File: config.mk
export PLATFORM = sky130hd
export DESIGN_NAME = egress_arbiter
export DESIGN_NICKNAME = d
export VERILOG_FILES = /design/src/rtl/routing_pkg.sv /design/src/rtl/egress_capture.sv /design/src/rtl/egress_arbiter.sv
export SDC_FILE = /design/constraint.sdc
export NUM_CORES = 1
export LEC_CHECK = 0
export CORE_MARGIN = 2
export CORE_UTILIZATION = 48
export CTS_BUF_LIST = sky130_fd_sc_hd__clkbuf_4
export CTS_CLUSTER_SIZE = 28
export DETAILED_ROUTE_END_ITERATION = 7
export GPL_ROUTABILITY_DRIVEN = 0
export PLACE_DENSITY = 0.86
export REMOVE_ABC_BUFFERS = 1
export SYNTH_ARGS = -nofsm -noshare
export SYNTH_HDL_FRONTEND = slang
export SYNTH_SLANG_ARGS = --single-unit
File: constraint.sdc
create_clock -name clk -period 3.12 [get_ports clk]
set_clock_uncertainty 0.15 [all_clocks]
set_input_delay 0.624 -clock clk [delete_from_list [all_inputs] [get_ports clk]]
set_output_delay 0.624 -clock clk [all_outputs]
set_load 0.01 [all_outputs]
File: src/rtl/routing_pkg.sv
// Shared routing/egress definitions: arbiter FSM encoding, default widths, grant codes.
// Pure declarations, no timing or backpressure of its own.
package routing_pkg;
   localparam int DATA_W_DEF = 8;
   localparam int BURST_DEF  = 4;

   typedef enum logic [1:0] {
      ST_IDLE   = 2'd0,
      ST_SERVE0 = 2'd1,
      ST_SERVE1 = 2'd2
   } arb_state_t;

   localparam logic [1:0] GRANT_NONE = 2'b00;
   localparam logic [1:0] GRANT_0    = 2'b01;
   localparam logic [1:0] GRANT_1    = 2'b10;

   function automatic arb_state_t serve_state(input logic sel);
      return sel ? ST_SERVE1 : ST_SERVE0;
   endfunction

   function automatic logic [1:0] serve_grant(input logic sel);
      return sel ? GRANT_1 : GRANT_0;
   endfunction
endpackage

File: src/rtl/egress_capture.sv
// Read-latency pipeline: read issue/source registered, then FIFO data captured; 2 cycles read->out_valid.
// No backpressure; outputs hold their last word while out_valid is low.
module egress_capture
   import routing_pkg::*;
#(
   parameter int DATA_W = DATA_W_DEF
) (
   input  logic              clk,
   input  logic              reset,
   input  logic              rd,
   input  logic              src,
   input  logic [DATA_W-1:0] fifo0_data,
   input  logic [DATA_W-1:0] fifo1_data,
   output logic [DATA_W-1:0] out_data,
   output logic              out_src,
   output logic              out_valid
);
   logic rd_d;
   logic src_d;

   always_ff @(posedge clk or posedge reset) begin
      if (reset) begin
         rd_d      <= 1'b0;
         src_d     <= 1'b0;
         out_data  <= '0;
         out_src   <= 1'b0;
         out_valid <= 1'b0;
      end else begin
         rd_d      <= rd;
         src_d     <= src;
         out_valid <= rd_d;
         // FIFO read data is valid the cycle after the pop
         if (rd_d) begin
            out_data <= src_d ? fifo1_data : fifo0_data;
            out_src  <= src_d;
         end
      end
   end
endmodule

File: src/rtl/egress_arbiter.sv
// Round-robin drain of two routing FIFOs with per-grant burst limit; read->out_valid is 2 cycles.
// egress_pause blocks read issue in the same cycle and ends the current grant.
module egress_arbiter
   import routing_pkg::*;
#(
   parameter int BURST  = BURST_DEF,
   parameter int DATA_W = DATA_W_DEF
) (
   input  logic              clk,
   input  logic              reset,
   input  logic [DATA_W-1:0] fifo0_data,
   input  logic              fifo0_empty,
   input  logic [DATA_W-1:0] fifo1_data,
   input  logic              fifo1_empty,
   input  logic              egress_pause,
   output logic              read0,
   output logic              read1,
   output logic [DATA_W-1:0] out_data,
   output logic              out_src,
   output logic              out_valid,
   output logic [1:0]        grant
);
   arb_state_t state;
   logic       last_served;
   logic [3:0] burst_cnt;
   logic       cur_sel;
   logic       cur_empty;
   logic       oth_empty;
   logic       rd_issue;
   logic       grant_end;
   logic       enter_vld;
   logic       enter_sel;
   logic       go_idle;

   assign read0     = (state == ST_SERVE0) && !fifo0_empty && !egress_pause;
   assign read1     = (state == ST_SERVE1) && !fifo1_empty && !egress_pause;
   assign rd_issue  = read0 | read1;
   assign cur_sel   = (state == ST_SERVE1);
   assign cur_empty = cur_sel ? fifo1_empty : fifo0_empty;
   assign oth_empty = cur_sel ? fifo0_empty : fifo1_empty;
   assign grant_end = (state != ST_IDLE) &&
                      ((rd_issue && (burst_cnt == 4'(BURST - 1))) || cur_empty || egress_pause);

   always_comb begin
      enter_vld = 1'b0;
      enter_sel = 1'b0;
      go_idle   = 1'b0;
      if (state == ST_IDLE) begin
         if (!egress_pause && !(fifo0_empty && fifo1_empty)) begin
            enter_vld = 1'b1;
            enter_sel = fifo0_empty ? 1'b1 : (fifo1_empty ? 1'b0 : !last_served);
         end
      end else if (grant_end) begin
         // hand over to the other FIFO first so neither can starve
         if (egress_pause) begin
            go_idle = 1'b1;
         end else if (!oth_empty) begin
            enter_vld = 1'b1;
            enter_sel = !cur_sel;
         end else if (!cur_empty) begin
            enter_vld = 1'b1;
            enter_sel = cur_sel;
         end else begin
            go_idle = 1'b1;
         end
      end
   end

   always_ff @(posedge clk or posedge reset) begin
      if (reset) begin
         state       <= ST_IDLE;
         last_served <= 1'b1;
         burst_cnt   <= 4'd0;
         grant       <= GRANT_NONE;
      end else if (enter_vld) begin
         state       <= serve_state(enter_sel);
         grant       <= serve_grant(enter_sel);
         last_served <= enter_sel;
         burst_cnt   <= 4'd0;
      end else if (go_idle) begin
         state <= ST_IDLE;
         grant <= GRANT_NONE;
      end else if (rd_issue) begin
         burst_cnt <= burst_cnt + 4'd1;
      end
   end

   egress_capture #(.DATA_W(DATA_W)) u_capture (
      .clk        (clk),
      .reset      (reset),
      .rd         (rd_issue),
      .src        (read1),
      .fifo0_data (fifo0_data),
      .fifo1_data (fifo1_data),
      .out_data   (out_data),
      .out_src    (out_src),
      .out_valid  (out_valid)
   );
endmodule

==> impl_results.rst <==
.. list-table::
   :header-rows: 1

   * - Metric
     - Value
   * - Final cycle utilization of the critical path
     - a little over nine tenths
   * - Clock tree from TritonCTS
     - yes
   * - Cell types with the largest area share after synthesis
     - sky130_fd_sc_hd__dfrtp_1 (48%), sky130_fd_sc_hd__mux2i_1 (8.5%), sky130_fd_sc_hd__a21oi_1 (6.4%), sky130_fd_sc_hd__nor2_1 (5.2%), sky130_fd_sc_hd__nor4b_4 (5.1%)
   * - Share of synthesized registers carrying an async set or reset
     - 100%
   * - Min-Delay Path Class
     - reg2reg
   * - Total clock sinks
     - 19
   * - Count of flip-flops with a built-in enable after synthesis
     - 0
   * - Number of max-slew violations in the final report
     - 0
   * - Commonest cells after routing, fill and taps aside
     - sky130_fd_sc_hd__clkdlybuf4s50_1 (34), sky130_fd_sc_hd__dfrtp_1 (18), sky130_fd_sc_hd__nor2_1 (13)
   * - CTS buffer count
     - 3
   * - Flip-flop cell with the highest count after synthesis
     - sky130_fd_sc_hd__dfrtp_1
   * - Standby leakage power
     - roughly 0.53 nW
   * - Reg-to-reg critical path startpoint
     - burst_cnt[0]
   * - Overall power of the completed layout
     - 0.000832 W
   * - Post-route standard cell area excluding fillers
     - 0.00133 sq mm
   * - Worst-case hold slack
     - 0.368 ns
   * - Worst vdd rail ir drop
     - ~0.41 mV
   * - Critical path class
     - in2out
   * - Starting density of the core
     - 49.4%
   * - Top fanout value on the critical path
     - 7
   * - CP peak stage delay
     - 0.60 ns
   * - Wire length of the first global-routing pass
     - 3020 um
   * - Number of ports placed on the die boundary
     - 35
   * - Maximum number of pins on one net before global-route repair
     - 20
   * - CP Launch Point
     - fifo0_empty
   * - Placed wire-length estimate after detailed placement
     - 1690 um
   * - Yosys warning count
     - 0
   * - Critical path capture point type
     - primary output
   * - RSZ-0062 raised after global routing
     - no
   * - Number of input and output port buffers inserted
     - 34
   * - Cts hold-fix bufs
     - 0
   * - Status
     - finished clean
   * - Number of max-capacitance violations reported
     - 0
   * - Total Wirelength
     - 2110 um
   * - Post-synthesis cell type with the largest combined area
     - sky130_fd_sc_hd__dfrtp_1
   * - Count of unresolved DRC violations after routing
     - 0
   * - Die Wd
     - 48.2 um
   * - Synthesized area divided by synthesized cell count
     - 10.9 sq um
   * - WL per Instance
     - about 14 um
   * - Aggregate negative setup slack
     - 0 ns
   * - Most common cell after layout, fill and taps aside
     - sky130_fd_sc_hd__clkdlybuf4s50_1
   * - Vias per cell
     - approximately 5.2
   * - Setup Fix Bufs, Post-CTS
     - 0
   * - Share of layout cells above drive strength 1
     - 11.6%
   * - Data arrival time of the worst path
     - 2.15 ns
   * - First DRT Iteration DRCs
     - 9
   * - All-layer global routing usage
     - a little under a fifth
   * - GRT Residual Overflow
     - 0
   * - Start point of the worst min-delay path
     - u_capture.out_src
   * - Cell seen most often among critical-path stages
     - sky130_fd_sc_hd__clkdlybuf4s50_1
   * - Number of hold violations in the final report
     - 0
   * - Core Footprint
     - 0.00190 sq mm
   * - Clock-pin transition on the worst setup and hold timing paths
     - 0.11 ns
   * - Number of register bits inferred by synthesis
     - 19
   * - Final #Nets
     - approximately 140
   * - Worst-path cell with the longest stage delay
     - sky130_fd_sc_hd__clkdlybuf4s50_1
   * - Transition time at the pin with the least slew margin
     - 0.694 ns
   * - Number of cell rows
     - 16
   * - Proportion of netlist area held by the largest area contributor
     - 47.9%
   * - Initial DRT Pass Iterations
     - 4
   * - Deepest clock path buffer count
     - 2
   * - Mapped Area
     - about 940 sq um
   * - Via count
     - 771
   * - PostCTS Resize Cnt
     - 0
   * - Diode insertion count for antenna repair
     - 0
   * - Instance area after placement
     - about 0.0013 sq mm
   * - Critical path cell sequence
     - clkdlybuf4s50_1, nor4b_4, clkdlybuf4s50_1
   * - Power density over cell area
     - 625 mW/mm^2
   * - Total Die Area
     - 0.00233 sq mm
   * - Register area share after synthesis
     - 50.7%
   * - Type of element launching the critical path
     - input port
   * - Root Buffer
     - sky130_fd_sc_hd__clkbuf_4
   * - Cell variety after synth
     - 31
   * - Count of H-tree levels built during CTS
     - 1
   * - Final min period
     - 2.93 ns
   * - Floorplan die height
     - 48.2 um
   * - Fmax
     - 0.342 GHz
   * - Tightest slew margin relative to the limit
     - 53.7%
   * - Number of failing setup endpoints in the final timing report
     - 0
   * - Area growth, synth to finish
     - 41.7%
   * - Via count of the first global-routing pass
     - 735
   * - Antenna violations before repair
     - 0
   * - Number of instances in the synthesized netlist
     - 86
   * - Residual antenna-violating net count after detailed routing
     - 0
   * - Required time worst endpoint
     - 2.35 ns
   * - Insertion delay to the later sink of the worst-skew pair
     - 0.29 ns
[cell usage after synthesis, types with 2 or more instances]
| library cell | number |
|---|---|
| sky130_fd_sc_hd__nor2_1 | 13 |
| sky130_fd_sc_hd__nor3b_1 | 2 |
| sky130_fd_sc_hd__a21oi_1 | 12 |
| sky130_fd_sc_hd__mux2i_1 | 8 |
| sky130_fd_sc_hd__dfrtp_1 | 18 |
| sky130_fd_sc_hd__nor3_1 | 2 |
| sky130_fd_sc_hd__nor2b_1 | 2 |
| sky130_fd_sc_hd__xor2_1 | 2 |
| sky130_fd_sc_hd__nor4b_4 | 2 |
| sky130_fd_sc_hd__o21ai_0 | 3 |
| sky130_fd_sc_hd__clkbuf_1 | 2 |
[power by group]
part,internal (W),switching [W]
clock,0.0000487,0.0000755
combinational,0.000186,0.000132
sequential,0.000325,0.0000643
total,0.000560,0.000272
[through the flow]
| step | setup WS [ns] | std cells | util [%] |
|---|---|---|---|
| after CTS | 0.179 | 148 | 70.0 |
| after floorplan | 1.36 | 83 | - |
| final | 0.195 | 148 | 70.0 |
| after global routing | 0.106 | 148 | 70.0 |
| after global placement | 0.258 | 144 | 68.4 |
| after detailed placement | 0.187 | 144 | 68.4 |
[layer usage]
metal  track usage (%)  part of all wire, %  routed length, um  vias up
li1                  -                    -                  -      381
met1              21.5                   40                844      356
met2              34.7                   51               1080       32
met3              4.07                  8.6                182        2
met4              6.49                 0.33                  7        0
met5                 0                    0                  0        -
[logic make-up after synthesis]
family	Yosys count	share of synthesized area (%)
AOI/OAI and AO/OA	24	16.1
adders and majority gates	1	1.33
DFF	19	50.7
and+or+nand+nor	27	18.5
muxes	9	9.72
buffers and inverters	4	1.73
xor gates and xnor gates	2	1.86
[worst max-delay path: cells and delay by family]
kind	cells	cell delay [ns]
buf+inv	2	1.14
simple gates	1	0.38
[final timing paths]
path,end,slack (ns),cells after the start
worst max register to register,state[1],1.30,5
max in group asynchronous,u_capture.out_data[6],1.80,2
worst max-delay path,read0,0.19,3
worst min-delay path,u_capture.out_src,0.37,1
worst min register to register,u_capture.out_src,0.37,1
min in group asynchronous,u_capture.out_src,0.58,2
[final cells by class]
type,count,area (sq um)
clock buffers,3,22.5
well taps,27,33.8
flip-flops and latches,19,477
clock inverters,1,7.51
inverters,1,3.75
repair buffers,34,340
fillers,154,571
multi-input cells,63,447
[sequential cells by signal (all words and copies together), names as in the netlist]
register,count
state,2
last_served,1
u_capture.src_d,1
u_capture.out_valid,1
u_capture.out_data,8
u_capture.out_src,1
burst_cnt,4
u_capture.rd_d,1
No activity file was read; power rests on OpenSTA's default activity.
